==> src/rtl/hit_recorder.sv <==
// ============================================================================
// hit_recorder
// ----------------------------------------------------------------------------
// Live-play key capture. One-hot note and length keypads plus octave up/down
// buttons are turned into timestamped note events. The events are queued in
// an internal FIFO, and the consumer pops them through a valid/ready interface.
//
// A capture session runs while en is high. When en rises, the block loads
// the starting octave (clamped to the legal range), records the session start
// time, clears the current length and the overflow flag, and empties the
// queue. When en drops, the session ends and the queue is flushed.
//
// Optional build macro:
//   HIT_REST_EN  - when defined, releasing a held note key also queues a rest
//                  event. Its note index is NOTE_KEYS and it carries the
//                  current octave, the current length and the release time.
//
// Ports:
//   clk, rst_n     clock, asynchronous active-low reset
//   en             capture session enable
//   octave_in      starting octave, loaded when en rises
//   oct_up/down    octave buttons (levels; one step per press)
//   note_key       one-hot note keypad
//   length_key     one-hot length keypad
//   system_clock   free-running time counter
//   ev_valid       queue head valid
//   ev_ready       consumer pops the head when ev_valid && ev_ready
//   ev_octave, ev_note, ev_length, ev_time
//                  head event fields; ev_time is relative to session start
//   ev_count       number of queued events
//   overflow       sticky flag: an event was dropped because the queue was full
//   octave         current octave
//   length         current length index
// ============================================================================
module hit_recorder #(
    parameter int NOTE_KEYS   = 7,
    parameter int LENGTH_KEYS = 7,
    parameter int NOTE_BITS   = 3,
    parameter int LENGTH_BITS = 3,
    parameter int OCTAVE_BITS = 3,
    parameter int OCT_MIN     = 1,
    parameter int OCT_MAX     = 6,
    parameter int CLOCK_BITS  = 32,
    parameter int FIFO_DEPTH  = 8
) (
    input  logic                              clk,
    input  logic                              rst_n,
    input  logic                              en,
    input  logic [OCTAVE_BITS-1:0]            octave_in,
    input  logic                              oct_up,
    input  logic                              oct_down,
    input  logic [NOTE_KEYS-1:0]              note_key,
    input  logic [LENGTH_KEYS-1:0]            length_key,
    input  logic [CLOCK_BITS-1:0]             system_clock,
    output logic                              ev_valid,
    input  logic                              ev_ready,
    output logic [OCTAVE_BITS-1:0]            ev_octave,
    output logic [NOTE_BITS-1:0]              ev_note,
    output logic [LENGTH_BITS-1:0]            ev_length,
    output logic [CLOCK_BITS-1:0]             ev_time,
    output logic [$clog2(FIFO_DEPTH):0]       ev_count,
    output logic                              overflow,
    output logic [OCTAVE_BITS-1:0]            octave,
    output logic [LENGTH_BITS-1:0]            length
);

    localparam int PTR_W = $clog2(FIFO_DEPTH);
    localparam int CNT_W = PTR_W + 1;

    localparam logic [OCTAVE_BITS-1:0] OCT_LO     = OCTAVE_BITS'(OCT_MIN);
    localparam logic [OCTAVE_BITS-1:0] OCT_HI     = OCTAVE_BITS'(OCT_MAX);
    localparam logic [OCTAVE_BITS-1:0] OCT_STEP   = OCTAVE_BITS'(1);
    localparam logic [CNT_W-1:0]       FULL_COUNT = CNT_W'(FIFO_DEPTH);
    localparam logic [PTR_W-1:0]       PTR_STEP   = PTR_W'(1);

    typedef enum logic [1:0] {
        IDLE  = 2'd0,
        ARMED = 2'd1,
        HELD  = 2'd2
    } state_t;

    typedef struct packed {
        logic [OCTAVE_BITS-1:0] octave;
        logic [NOTE_BITS-1:0]   note;
        logic [LENGTH_BITS-1:0] length;
        logic [CLOCK_BITS-1:0]  stamp;
    } event_t;

    // ------------------------------------------------------------------
    // Control registers
    // ------------------------------------------------------------------
    state_t                 state_reg;
    logic [OCTAVE_BITS-1:0] octave_reg;
    logic [OCTAVE_BITS-1:0] octave_next;
    logic [LENGTH_BITS-1:0] length_reg;
    logic [CLOCK_BITS-1:0]  start_time_reg;
    logic                   up_prev_reg;
    logic                   down_prev_reg;

    // An event is built in the cycle the key is sampled and is written into
    // the queue one cycle later. This gives the one-cycle press-to-valid
    // latency while the timestamp still reflects the sampling edge.
    logic                   stage_valid_reg;
    event_t                 stage_reg;

    // ------------------------------------------------------------------
    // Queue registers
    // ------------------------------------------------------------------
    event_t                 mem [FIFO_DEPTH];
    logic [PTR_W-1:0]       wr_ptr_reg;
    logic [PTR_W-1:0]       rd_ptr_reg;
    logic [CNT_W-1:0]       count_reg;
    logic                   overflow_reg;

    // ------------------------------------------------------------------
    // Keypad decoding: a key is valid only when exactly one bit is set.
    // ------------------------------------------------------------------
    logic                   note_valid;
    logic [NOTE_BITS-1:0]   note_idx;
    logic                   length_valid;
    logic [LENGTH_BITS-1:0] length_idx;

    always_comb begin
        note_idx = '0;
        for (int i = 0; i < NOTE_KEYS; i++) begin
            if (note_key[i]) begin
                note_idx = NOTE_BITS'(i);
            end
        end
        note_valid = $onehot(note_key);
    end

    always_comb begin
        length_idx = '0;
        for (int i = 0; i < LENGTH_KEYS; i++) begin
            if (length_key[i]) begin
                length_idx = LENGTH_BITS'(i);
            end
        end
        length_valid = $onehot(length_key);
    end

    // ------------------------------------------------------------------
    // Session and octave helpers
    // ------------------------------------------------------------------
    logic                   session_active;
    logic                   up_edge;
    logic                   down_edge;
    logic [OCTAVE_BITS-1:0] octave_clamped;
    logic [CLOCK_BITS-1:0]  elapsed;

    assign session_active = en && (state_reg != IDLE);
    assign up_edge        = oct_up && !up_prev_reg;
    assign down_edge      = oct_down && !down_prev_reg;
    // Wraps modulo 2^CLOCK_BITS, so the counter may roll over mid-session.
    assign elapsed        = system_clock - start_time_reg;

    always_comb begin
        if (octave_in < OCT_LO) begin
            octave_clamped = OCT_LO;
        end else if (octave_in > OCT_HI) begin
            octave_clamped = OCT_HI;
        end else begin
            octave_clamped = octave_in;
        end
    end

    // When both buttons rise in the same cycle, the presses cancel.
    always_comb begin
        octave_next = octave_reg;
        if (up_edge && !down_edge && (octave_reg < OCT_HI)) begin
            octave_next = octave_reg + OCT_STEP;
        end else if (down_edge && !up_edge && (octave_reg > OCT_LO)) begin
            octave_next = octave_reg - OCT_STEP;
        end
    end

    // ------------------------------------------------------------------
    // Capture FSM with registered octave/length and event staging
    // ------------------------------------------------------------------
    always_ff @(posedge clk or negedge rst_n) begin
        if (!rst_n) begin
            state_reg       <= IDLE;
            octave_reg      <= OCT_LO;
            length_reg      <= '0;
            start_time_reg  <= '0;
            up_prev_reg     <= 1'b0;
            down_prev_reg   <= 1'b0;
            stage_valid_reg <= 1'b0;
            stage_reg       <= '0;
        end else begin
            // The edge detectors keep tracking the buttons outside a
            // session. A button already held when en rises does not step.
            up_prev_reg     <= oct_up;
            down_prev_reg   <= oct_down;
            stage_valid_reg <= 1'b0;

            if (!en) begin
                state_reg <= IDLE;
            end else if (state_reg == IDLE) begin
                state_reg      <= ARMED;
                octave_reg     <= octave_clamped;
                start_time_reg <= system_clock;
                length_reg     <= '0;
            end else begin
                if (length_valid) begin
                    length_reg <= length_idx;
                end
                octave_reg <= octave_next;

                // Event fields use the register values from before this
                // cycle's octave/length update.
                case (state_reg)
                    ARMED: begin
                        if (note_valid) begin
                            state_reg       <= HELD;
                            stage_valid_reg <= 1'b1;
                            stage_reg       <= '{octave: octave_reg,
                                                 note:   note_idx,
                                                 length: length_reg,
                                                 stamp:  elapsed};
                        end
                    end
                    HELD: begin
                        // A multi-bit or different key while held is not
                        // a new press. Only a full release re-arms.
                        if (note_key == '0) begin
                            state_reg <= ARMED;
`ifdef HIT_REST_EN
                            stage_valid_reg <= 1'b1;
                            stage_reg       <= '{octave: octave_reg,
                                                 note:   NOTE_BITS'(NOTE_KEYS),
                                                 length: length_reg,
                                                 stamp:  elapsed};
`endif
                        end
                    end
                    default: begin
                        state_reg <= IDLE;
                    end
                endcase
            end
        end
    end

    // ------------------------------------------------------------------
    // Event queue
    // ------------------------------------------------------------------
    logic queue_full;
    logic do_pop;
    logic do_write;

    assign ev_valid   = (count_reg != '0);
    assign queue_full = (count_reg == FULL_COUNT);
    assign do_pop     = session_active && ev_valid && ev_ready;
    // When the queue is full, a simultaneous pop frees the slot the push uses.
    assign do_write   = session_active && stage_valid_reg && (!queue_full || do_pop);

    always_ff @(posedge clk) begin
        if (do_write) begin
            mem[wr_ptr_reg] <= stage_reg;
        end
    end

    always_ff @(posedge clk or negedge rst_n) begin
        if (!rst_n) begin
            wr_ptr_reg   <= '0;
            rd_ptr_reg   <= '0;
            count_reg    <= '0;
            overflow_reg <= 1'b0;
        end else if (!session_active) begin
            // Outside a session the queue stays empty. The overflow flag
            // survives the idle time and is cleared only at the next session
            // start.
            wr_ptr_reg <= '0;
            rd_ptr_reg <= '0;
            count_reg  <= '0;
            if (en) begin
                overflow_reg <= 1'b0;
            end
        end else begin
            if (do_write) begin
                wr_ptr_reg <= wr_ptr_reg + PTR_STEP;
            end
            if (do_pop) begin
                rd_ptr_reg <= rd_ptr_reg + PTR_STEP;
            end
            count_reg <= count_reg + CNT_W'(do_write) - CNT_W'(do_pop);
            if (stage_valid_reg && queue_full && !do_pop) begin
                overflow_reg <= 1'b1;
            end
        end
    end

    // ------------------------------------------------------------------
    // Outputs. The head fields read zero while the queue is empty, so the
    // fields never show uninitialised storage.
    // ------------------------------------------------------------------
    event_t head;
    assign head      = ev_valid ? mem[rd_ptr_reg] : '0;

    assign ev_octave = head.octave;
    assign ev_note   = head.note;
    assign ev_length = head.length;
    assign ev_time   = head.stamp;
    assign ev_count  = count_reg;
    assign overflow  = overflow_reg;
    assign octave    = octave_reg;
    assign length    = length_reg;

endmodule

==> config.mk <==
export PLATFORM = sky130hd
export DESIGN_NAME = hit_recorder
export DESIGN_NICKNAME = d
export VERILOG_FILES = /design/src/rtl/hit_recorder.sv
export SDC_FILE = /design/constraint.sdc
export NUM_CORES = 1
export LEC_CHECK = 0
export BUFFER_PORTS_ARGS = -buffer_cell sky130_fd_sc_hd__buf_2
export CORE_MARGIN = 2
export CORE_UTILIZATION = 40
export DETAILED_ROUTE_END_ITERATION = 8
export PLACE_DENSITY = 0.54
export REMOVE_ABC_BUFFERS = 1
export SLEW_MARGIN = 20
export SYNTH_ARGS = -nofsm -noshare
export SYNTH_HDL_FRONTEND = slang
export SYNTH_SLANG_ARGS = --single-unit
==> constraint.sdc <==
create_clock -name clk -period 7.8 [get_ports clk]
set_input_delay 0.39 -clock clk [delete_from_list [all_inputs] [get_ports clk]]
set_output_delay 0.39 -clock clk [all_outputs]
set_load 0.01 [all_outputs]
==> results of run 1 <==
-- critical path, cell delays in order --
cell	delay, ns
buf_2	0.11
inv_1	0.09
fa_1	0.44
fa_1	0.49
inv_1	0.05
fa_1	0.37
fa_1	0.47
nor4b_1	0.45
nand3_2	0.11
buf_4	0.32
inv_1	0.64
nand2_1	0.11
a311oi_1	0.27
a221o_1	0.14
-- layout make-up --
type	instances	area, sq um
clock buffers	53	1145
multi-input cells	674	5766
diodes	1	2.502
fillers	4074	24450
repair buffers	128	706.9
flip-flops and latches	423	12240
well taps	600	750.7
inverters	72	270.3
clock inverters	27	147.6
-- synth_stat cells (all sizes together) (2+ instances only) --
master,instances
clkbuf,35
a21o,14
o22ai,2
xor2,11
o311ai,2
mux2,2
dfrtp,94
a221o,4
nand4,7
nand2,109
buf,25
nor3,14
fa,10
nor4b,3
nor3b,8
o21a,4
o21ai,80
nand2b,8
o21bai,7
ha,43
edfxtp,328
xnor2,14
or2,3
a21oi,42
mux2i,42
o31ai,4
and2,2
a31oi,4
inv,72
and3,8
nor2b,2
a211o,3
nand3,22
o211ai,6
a311oi,3
a211oi,7
nor2,81
mux4,82
or3,4
a31o,5
-- power by group --
part           switching [uW]  internal, uW  total (uW)
clock                     844          1050        1890
combinational             448           288         736
sequential                297          2820        3120
total                    1590          4160        5740
-- per-layer routing --
metal  GRT usage  share of wire  up-vias  wire length, um
met4     0.04077          0.017        0              705
met2      0.2781           0.47      170            18930
met1      0.2511           0.47     5239            19140
met3     0.02994          0.038       55             1542
met5           0              0        -                0
li1            -              -     4863                -
-- kinds of logic after synthesis --
kind of cell               after synthesis  synth area share
DFF                                    423            0.6623
and+or+nand+nor                        274           0.06716
AOI/OAI and AO/OA                      195           0.06553
buffers and inverters                  132           0.02866
muxes                                  126            0.1240
adders and majority gates               54           0.04052
xor gates and xnor gates                25           0.01186
-- layout by cell type, fill, tap and decap left out, drive strengths merged, types with 11 or more instances in the layout --
cell type  count
edfxtp       328
buf          125
nand2        109
dfrtp         94
mux4          82
nor2          81
o21ai         80
inv           74
clkbuf        53
ha            43
mux2i         42
a21oi         42
clkinv        24
nand3         22
xnor2         14
a21o          14
nor3          14
xor2          11
-- final timing paths --
kind / to / slack (ns) / cells past startpoint
max: stage_reg[26]$_DFFE_PN0P_ / 3.82 / 14
min: stage_reg[35]$_DFFE_PN0P_ / 0.05 / 2
max reg2reg: mem[6][40]$_DFFE_PP_ / 4.35 / 7
min reg2reg: overflow$_DFFE_PN0P_ / 0.49 / 2
max in group asynchronous: rd_ptr_reg[1]$_DFFE_PN0P_ / 6.24 / 3
min in group asynchronous: up_prev_reg$_DFF_PN0_ / 0.31 / 2
-- through the flow --
step | total power [uW] | cells | setup WS [ns] | utilization | hold WS [ns]
final | 5745 | 1978 | 3.822 | 0.4623 | 0.05021
after global routing | 6050 | 1977 | 3.460 | 0.4623 | 0.04179
after CTS | 5814 | 1977 | 3.666 | 0.4622 | 0.02096
after detailed placement | 3899 | 1894 | 3.150 | 0.4331 | 0.3692
after global placement | 3867 | 1894 | 3.256 | 0.4331 | 0.3654
after floorplan | 3557 | 1169 | 2.517 | - | 0.09441
==> impl_metrics.csv, run 1 <==
group,metric,value,unit
setup_path,critPathMaxFanout,78,
synth,syn_inst,1229,
synth,synth_top_area_frac,0.5334,
power,leakagePower,0.007605,uW
grt,grt_start_max_net_pins,79,
timing,drv_slew,0,
timing,worst_slew_pin_slew,0.9494,ns
place,gp_congestion,0.7958,
synth,syn_area_per_cell,15.02,sq um
floorplan,fp.dieArea,47900,sq um
timing,setup_viol_count_final,0,
drt,drcViolationCount,0,
floorplan,die-width,218.9,um
synth,async_flop_share,0.2246,
cts,cts_hold_buf,3,
drt,vias,10330,
layout,drive_gt1_frac,0.2135,
drt,avgRoutedWirePerCell,20.38,um
cts,ctsHtreeMaxLevel,2,
drt,routed_wirelength,40320,um
timing,period_share,0.5101,
synth,synth_edf_count,328,
synth,yosys_warnings,0,
floorplan,io_pins,108,
cts,root_buffer,"clkbuf_16",
layout,nNetsFinal,1451,
floorplan,placementRows,78,
synth,yosysTopAreaCell,"edfxtp_1",
cts,clock_latency,0.56,ns
min_path,hold_start,"note_key[6]",
grt,grt_pass1_vias,10650,
synth,dominantRegCellSynth,"edfxtp_1",
power,power.density,273.2,nW/um^2
timing,hold_viol_final,0,
synth,synth_area_leaders,"edfxtp_1 (53%), dfrtp_1 (13%), mux4_2 (10%)",
min_path,hold_class,"in -> reg",
place,dpl.hpwl,24420,um
cts,cts_tree,"yes",
cts,post_cts_buffers,0,
grt,antenna_found_initial,0,
synth,ys_seq_elements,423,
layout,finalInstanceArea,21030,sq um
drt,via_per_inst,5.221,
timing,rsz0062_at_grt,"false",
grt,grt_overflow,0,
layout,largest_register_ffs,328,
timing,relSlewSlack,0.3671,
power,ir_drop,183.5,uV
grt,grt_pass1_wl,63190,um
cts,cts_buffers,44,
setup_path,crit_type,"in -> reg",
setup_path,crit_path_start,"note_key[1]",
drt,ant_nets,0,
outcome,status,"complete, no violations",
floorplan,dieHeight,218.9,um
drt,firstDrtPassIters,4,
drt,drtIter0Drc,609,
setup_path,required,8.30,ns
synth,ys_seq_area_frac,0.6623,
floorplan,core_area,45480,sq um
grt,gr-usage-all-layers,0.1744,
timing,finalCriticalPeriod,3.979,ns
synth,synth_cell_types,66,
cts,clkTransAtPathRegs,0.06,ns
timing,fin_tns_setup,0,ns
place,post_dp_cell_area,19700,sq um
place,portBuffers,107,
setup_path,r2r_start,"state_reg[0]$_DFFE_PN0P_",
flow_run,maxCapViolCount,0,
setup_path,critical_path.endpoint_type,"flip-flop",
layout,area_growth,13.87,%
setup_path,arrival,4.47,ns
timing,fin_worst_skew,0.01011,ns
floorplan,initial_core_util,0.4060,
timing,timing.fmax,251.4,MHz
synth,netlist_area,18460,sq um
cts,cts_resized,0,
setup_path,cp-start-kind,"input pin",
cts,clk_path_buf_depth,3,
cts,clock_sinks,423,
(Power assumes the default switching activity.)
==> run 2, diff against run 1 <==
ABC_AREA = 1   (was not set)
clock period = 4 ns   (was 7.8 ns; I/O delays follow)
==> impl_metrics.csv, run 2 <==
group,metric,value,unit
synth,ys_seq_elements,423,
drt,firstDrtPassIters,5,
timing,fin_worst_skew,0.01463,ns
outcome,status,"complete, no violations",
timing,period_share,0.8146,
synth,synth_top_area_frac,0.5003,
timing,setup_viol_count_final,0,
setup_path,path_cells,"dlygate4sd3_1 -> buf_2 -> inv_1 -> fa_1 -> inv_1 -> fa_1 -> fa_1 -> nor3_1 -> nand2_2 -> o31ai_1 -> dlygate4sd3_1",
power,leakagePower,0.009315,uW
floorplan,initial_core_util,0.4038,
synth,synth_cell_types,41,
grt,grt_start_max_net_pins,77,
synth,yosysMostFrequentCell,"nor2_1",
setup_path,arrival,3.76,ns
setup_path,crit_type,"in -> reg",
synth,synth_mux_area_frac,0,
grt,grtUsageMet1,0.2579,
power,comb_power_share,0.211,
power,p_int,8880,uW
grt,grt_util_met2,0.3178,
floorplan,io_pins,108,
grt,grt_overflow,0,
grt,grt_pass1_vias,13510,
synth,yosysTopAreaCell,"edfxtp_1",
layout,drive_gt1_frac,0.1226,
power,p_seq_frac,0.473,
setup_path,critPathMaxStageDelay,0.58,ns
cts,clock_sinks,423,
synth,synth_edf_count,328,
grt,antenna_found_initial,0,
drt,vias,13570,
place,dpl.hpwl,28600,um
power,power.density,563.9,nW/um^2
drt,via_per_inst,4.961,
drt,drcViolationCount,0,
layout,fin_cells,2735,
flow_run,maxCapViolCount,0,
floorplan,placementRows,81,
place,portBuffers,107,
synth,netlist_area,19690,sq um
setup_path,required,4.50,ns
timing,finalCriticalPeriod,3.258,ns
drt,ant_nets,0,
synth,syn_inst,1895,
grt,grt_pass1_wl,75020,um
synth,synth_compound_area_frac,0.1121,
synth,synthAdderAreaFrac,0.03750,
layout,largest_register_ffs,328,
drt,avgRoutedWirePerCell,17.28,um
timing,hold_viol_final,0,
setup_path,reg2reg_depth,9,
drt,routed_wirelength,47260,um
synth,yosys.area_share.simple,0.1608,
synth,ys_seq_area_frac,0.6211,
setup_path,slowest_stage,"dlygate4sd3_1",
grt,busiest_layer,"met2",
timing,worst_slew_pin_slew,0.8280,ns
floorplan,dieHeight,225.8,um
layout,n_antenna_cell,0,
timing,whs,0.05194,ns
power,p_sw,3985,uW
min_path,whs_path_depth,5,
drt,drtIter0Drc,879,
timing,drv_slew,0,
power,swShare,0.3097,
synth,synth_top_family_by_area,"simple AND/OR/NAND/NOR gates",
cts,clkTransAtPathRegs,0.06,ns
cts,cts_resized,0,
timing,rsz0062_at_grt,"false",
cts,cts_buffers,45,
synth,yosys_warnings,0,
power,p_total,12860,uW
synth,synth_area_leaders,"edfxtp_1 (50%), dfrtp_1 (12%), nor2_1 (7.4%)",
setup_path,critical_path.endpoint_type,"flip-flop",
layout,layout_common_cells,"nor2_1 (381), nand2_1 (346), edfxtp_1 (328), inv_1 (189), o21ai_0 (150)",
cts,clock_latency,0.57,ns
floorplan,core_area,48750,sq um
synth,syn_area_per_cell,10.39,sq um
grt,gr-usage-all-layers,0.1897,
layout,nNetsFinal,2143,
cts,clk_path_buf_depth,3,
layout,layout_commonest_cell,"nor2_1",
cts,cts_tree,"yes",
power,ir_drop,426.3,uV
cts,ctsHtreeMaxLevel,2,
place,gp_congestion,0.8365,
setup_path,critPathMaxFanout,19,
synth,synth_xor_area_frac,0.008453,
synth,dominantRegCellSynth,"edfxtp_1",
synth,synth_common_cells,"nor2_1 (389), nand2_1 (348), edfxtp_1 (328), inv_1 (189), o21ai_0 (150)",
timing,timing.fmax,306.9,MHz
power,pwr-share-clk,0.316,
setup_path,cp-start-kind,"input pin",
grt,met3_usage,0.02277,
layout,area_growth,15.88,%
floorplan,fp.dieArea,51010,sq um
floorplan,die-width,225.8,um
place,dp.cells,2609,
setup_path,crit_top_cell,"fa_1",
layout,fill_cells,4598,
cts,root_buffer,"clkbuf_16",
timing,relSlewSlack,0.4480,
min_path,hold_class,"in -> reg",
synth,async_flop_share,0.2246,
run 2: power groups by stage:
stage	combinational [uW]	sequential, uW	clock, uW
6_report	2720	6080	4070
3_5_place_dp	2680	6170	0
3_3_place_gp	2680	6140	0
2_1_floorplan	1980	5920	0
5_1_grt	3170	6160	4340
4_1_cts	2740	6080	4170
run 2: repair_timing:
action                    in CTS  in global routing
hold buffers                  43                  0
buffers inserted               0                  0
hold endpoints to repair      77                  0
run 2: layout make-up:
| cell class | instances | area, sq um | area share |
|---|---|---|---|
| Timing Repair Buffer | 174 | 1249 | 0.05474 |
| Sequential cell | 423 | 12240 | 0.5364 |
| Multi-Input combinational cell | 1197 | 6342 | 0.2780 |
| Clock inverter | 21 | 212.7 | 0.009324 |
| Inverter | 194 | 730.7 | 0.03203 |
| Tap cell | 664 | 830.8 | 0.03642 |
| Clock buffer | 62 | 1210 | 0.05304 |
run 2: worst max-delay path, delay by kind of cell:
family	cells	cell delay [ns]
buf+inv	5	1.35
fa+ha+maj	3	1.34
simple gates	2	0.58
compound gates	1	0.30
run 2: layer usage:
layer,wire (um),share of wire,up-vias
met5,0,0,-
met4,1163,0.025,0
met3,1599,0.034,77
met2,22400,0.47,236
met1,22090,0.47,6554
li1,-,-,6702
run 2: cells by family (layout without fill, tap and decap cells):
group | count (synthesis) | in the layout
compound gates | 317 | 317
xor+xnor | 19 | 19
fa+ha+maj | 53 | 53
buf+inv | 275 | 451
flops | 423 | 423
simple gates | 808 | 808
run 2: final timing paths:
path / end / from / slack (ns)
max in group asynchronous: octave[0]$_DFFE_PN1P_ / rst_n / 2.98
min reg2reg: overflow$_DFFE_PN0P_ / overflow$_DFFE_PN0P_ / 0.48
min: state_reg[0]$_DFFE_PN0P_ / en / 0.05
min in group asynchronous: ev_count[1]$_DFF_PN0_ / rst_n / 0.15
max reg2reg: mem[6][33]$_DFFE_PP_ / state_reg[0]$_DFFE_PN0P_ / 1.27
max: stage_reg[35]$_DFFE_PN0P_ / note_key[6] / 0.74
run 2: stage by stage:
step | utilization | setup TNS, ns | instance area, sq um | setup WS, ns
3_3_place_gp | 0.4299 | 0 | 20960 | 0.4630
6_report | 0.4680 | 0 | 22810 | 0.7417
3_5_place_dp | 0.4299 | 0 | 20960 | 0.3054
2_1_floorplan | - | -62.73 | 19230 | -1.253
4_1_cts | 0.4680 | 0 | 22810 | 0.7909
5_1_grt | 0.4680 | 0 | 22810 | 0.5538
==> run 3, diff against run 2 <==
ABC_AREA = 0   (was 1)
clock period = 3 ns   (was 4 ns; I/O delays follow)
==> impl_metrics.csv, run 3 (same netlist as run 1, synthesis figures left out) <==
group,metric,value,unit
timing,drv_slew,0,
drt,vias,10580,
min_path,whs_endpoint,"length[1]$_DFFE_PN0P_",
setup_path,crit_top_cell,"fa_1",
place,dp.cells,1924,
grt,grt_pass1_vias,10990,
setup_path,critPathMaxFanout,10,
drt,ant_nets,0,
layout,largest_register_ffs,328,
layout,layout_common_cells,"edfxtp_1 (328), nand2_1 (108), buf_2 (106), dfrtp_1 (91), mux4_2 (82)",
floorplan,dieHeight,218.9,um
cts,clock_latency,0.58,ns
cts,clock_sinks,423,
drt,routed_wirelength,41640,um
min_path,hold_start,"length_key[3]",
timing,finalCriticalPeriod,2.903,ns
timing,period_share,0.9675,
timing,setup_viol_count_final,0,
setup_path,arrival,3.42,ns
timing,hold_viol_final,0,
layout,nNetsFinal,1531,
power,leakagePower,0.008176,uW
timing,postLayoutSetupSlackWorst,0.09743,ns
setup_path,critPathBufInv,5,
min_path,hold_class,"in -> reg",
drt,firstDrtPassIters,7,
layout,final_util,0.4901,
place,dpl.hpwl,25320,um
layout,n_antenna_cell,0,
timing,fin_worst_skew,0.01785,ns
grt,grt_pass1_wl,64520,um
drt,drcViolationCount,0,
min_path,whs_path_depth,5,
cts,clk_path_buf_depth,3,
grt,grt_overflow,0,
grt,grt_start_max_net_pins,45,
setup_path,r2r_slack,0.15,ns
timing,timing.fmax,344.5,MHz
floorplan,placementRows,78,
place,portBuffers,107,
setup_path,critPathTopFamily,"adder cells",
layout,drive_gt1_frac,0.2368,
setup_path,required,3.52,ns
setup_path,path_cells,"buf_2 -> inv_1 -> fa_1 -> fa_1 -> inv_1 -> fa_1 -> fa_1 -> nor4b_2 -> buf_4 -> nand3_4 -> buf_12 -> or4_1 -> nand3_1",
cts,clkTransAtPathRegs,0.06,ns
floorplan,initial_core_util,0.4060,
setup_path,critPathMaxStageDelay,0.49,ns
cts,cts_tree,"yes",
power,power.density,723.2,nW/um^2
place,post-place-ws,-0.6596,ns
floorplan,fp.dieArea,47900,sq um
drt,avgRoutedWirePerCell,20.20,um
timing,worst_slew_pin_slew,0.6954,ns
setup_path,rr_endpoint,"stage_reg[26]$_DFFE_PN0P_",
power,ir_drop,421.9,uV
setup_path,critical_path.endpoint_type,"flip-flop",
cts,cts_buffers,46,
setup_path,r2r_start,"start_time_reg[0]$_DFFE_PN0P_",
layout,fill_cells,4007,
floorplan,die-width,218.9,um
grt,antenna_found_initial,0,
cts,root_buffer,"clkbuf_16",
floorplan,core_area,45480,sq um
floorplan,io_pins,108,
flow_run,maxCapViolCount,0,
outcome,status,"complete, no violations",
setup_path,slowest_stage,"fa_1",
place,gp_congestion,0.8157,
drt,via_per_inst,5.134,
cts,ctsHtreeMaxLevel,2,
layout,layout_commonest_cell,"edfxtp_1",
setup_path,cp-start-kind,"input pin",
grt,gr-usage-all-layers,0.1785,
layout,area_growth,20.72,%
setup_path,reg2reg_depth,9,
drt,drtIter0Drc,578,
layout,fin_cells,2061,
timing,relSlewSlack,0.5364,
setup_path,crit_type,"in -> reg",
==> run 3: changes by cell type in the layout (fill, tap and decap cells not counted), moves of 18 or more <==
cell	previous run	this run
mux4_2	0	82
nor2_1	381	78
nand3_1	48	21
inv_1	189	71
nand2_1	346	108
o21ai_0	150	77
o32ai_1	47	0
mux2i_1	0	42
o21ai_1	40	3
o32ai_2	36	0
buf_4	17	35
==> run 3: worst min-delay path, delay by kind of cell <==
family                 cells  cell delay, ns
and+or+nand+nor            3            0.22
buffers and inverters      1            0.10
AOI/OAI and AO/OA          1            0.08
==> run 3: worst max path at each step <==
stage / from / endpoint / slack [ns] / depth (start not counted)
4_1_cts: note_key[1] / stage_reg[17]$_DFFE_PN0P_ / 0.03 / 13
3_3_place_gp: note_key[0] / stage_reg[17]$_DFFE_PN0P_ / -0.63 / 13
3_5_place_dp: note_key[1] / stage_reg[17]$_DFFE_PN0P_ / -0.66 / 13
6_report: note_key[1] / stage_reg[17]$_DFFE_PN0P_ / 0.1 / 13
5_1_grt: note_key[1] / stage_reg[17]$_DFFE_PN0P_ / -0.002 / 13
2_1_floorplan: ev_count[2]$_DFF_PN0_ / mem[4][0]$_DFFE_PP_ / -2.08 / 9
==> run 3: metrics by stage <==
stage | cell area, sq um | hold WS, ns | total power (uW) | setup TNS, ns
3_5_place_dp | 20110 | 0.2197 | 10210 | -22.09
4_1_cts | 22220 | 0.009924 | 16280 | 0
3_3_place_gp | 20110 | 0.2197 | 10120 | -20.14
6_report | 22290 | 0.03289 | 16120 | 0
5_1_grt | 22290 | 0.05123 | 16910 | -0.002043
2_1_floorplan | 18210 | -0.1456 | 9248 | -625.08
==> run 3: area by class of cell <==
type	instances	area, sq um	share of cell area
inverter	72	270.3	0.01213
multi-input combinational	674	5806	0.2605
clock inverter	32	384.1	0.01723
timing repair buffer	206	1609	0.07219
clock buffer	54	1232	0.05529
tap	600	750.7	0.03368
sequential	423	12240	0.5490
==> run 3: per-layer routing <==
layer  GRT usage  part of all wire  up-vias
met3     0.02869             0.034       57
met2      0.2885              0.47      160
li1            -                 -     5025
met5           0                 0        -
met1      0.2540              0.48     5340
met4     0.04414             0.018        0
==> run 3: what timing repair did <==
action	in CTS	in global routing
resized for setup	1	7
pin swaps	0	4
endpoints found under the hold margin	95	0
endpoints found under the setup margin	1	20
setup buffers	0	1
hold buffers	49	0
gates cloned	0	1
==> run 3: report_power, final <==
group	switching (uW)	internal, uW	total, uW
Combinational	1210	844	2050
Clock	2320	3650	5970
Sequential	770	7330	8100
Total	4300	11800	16100
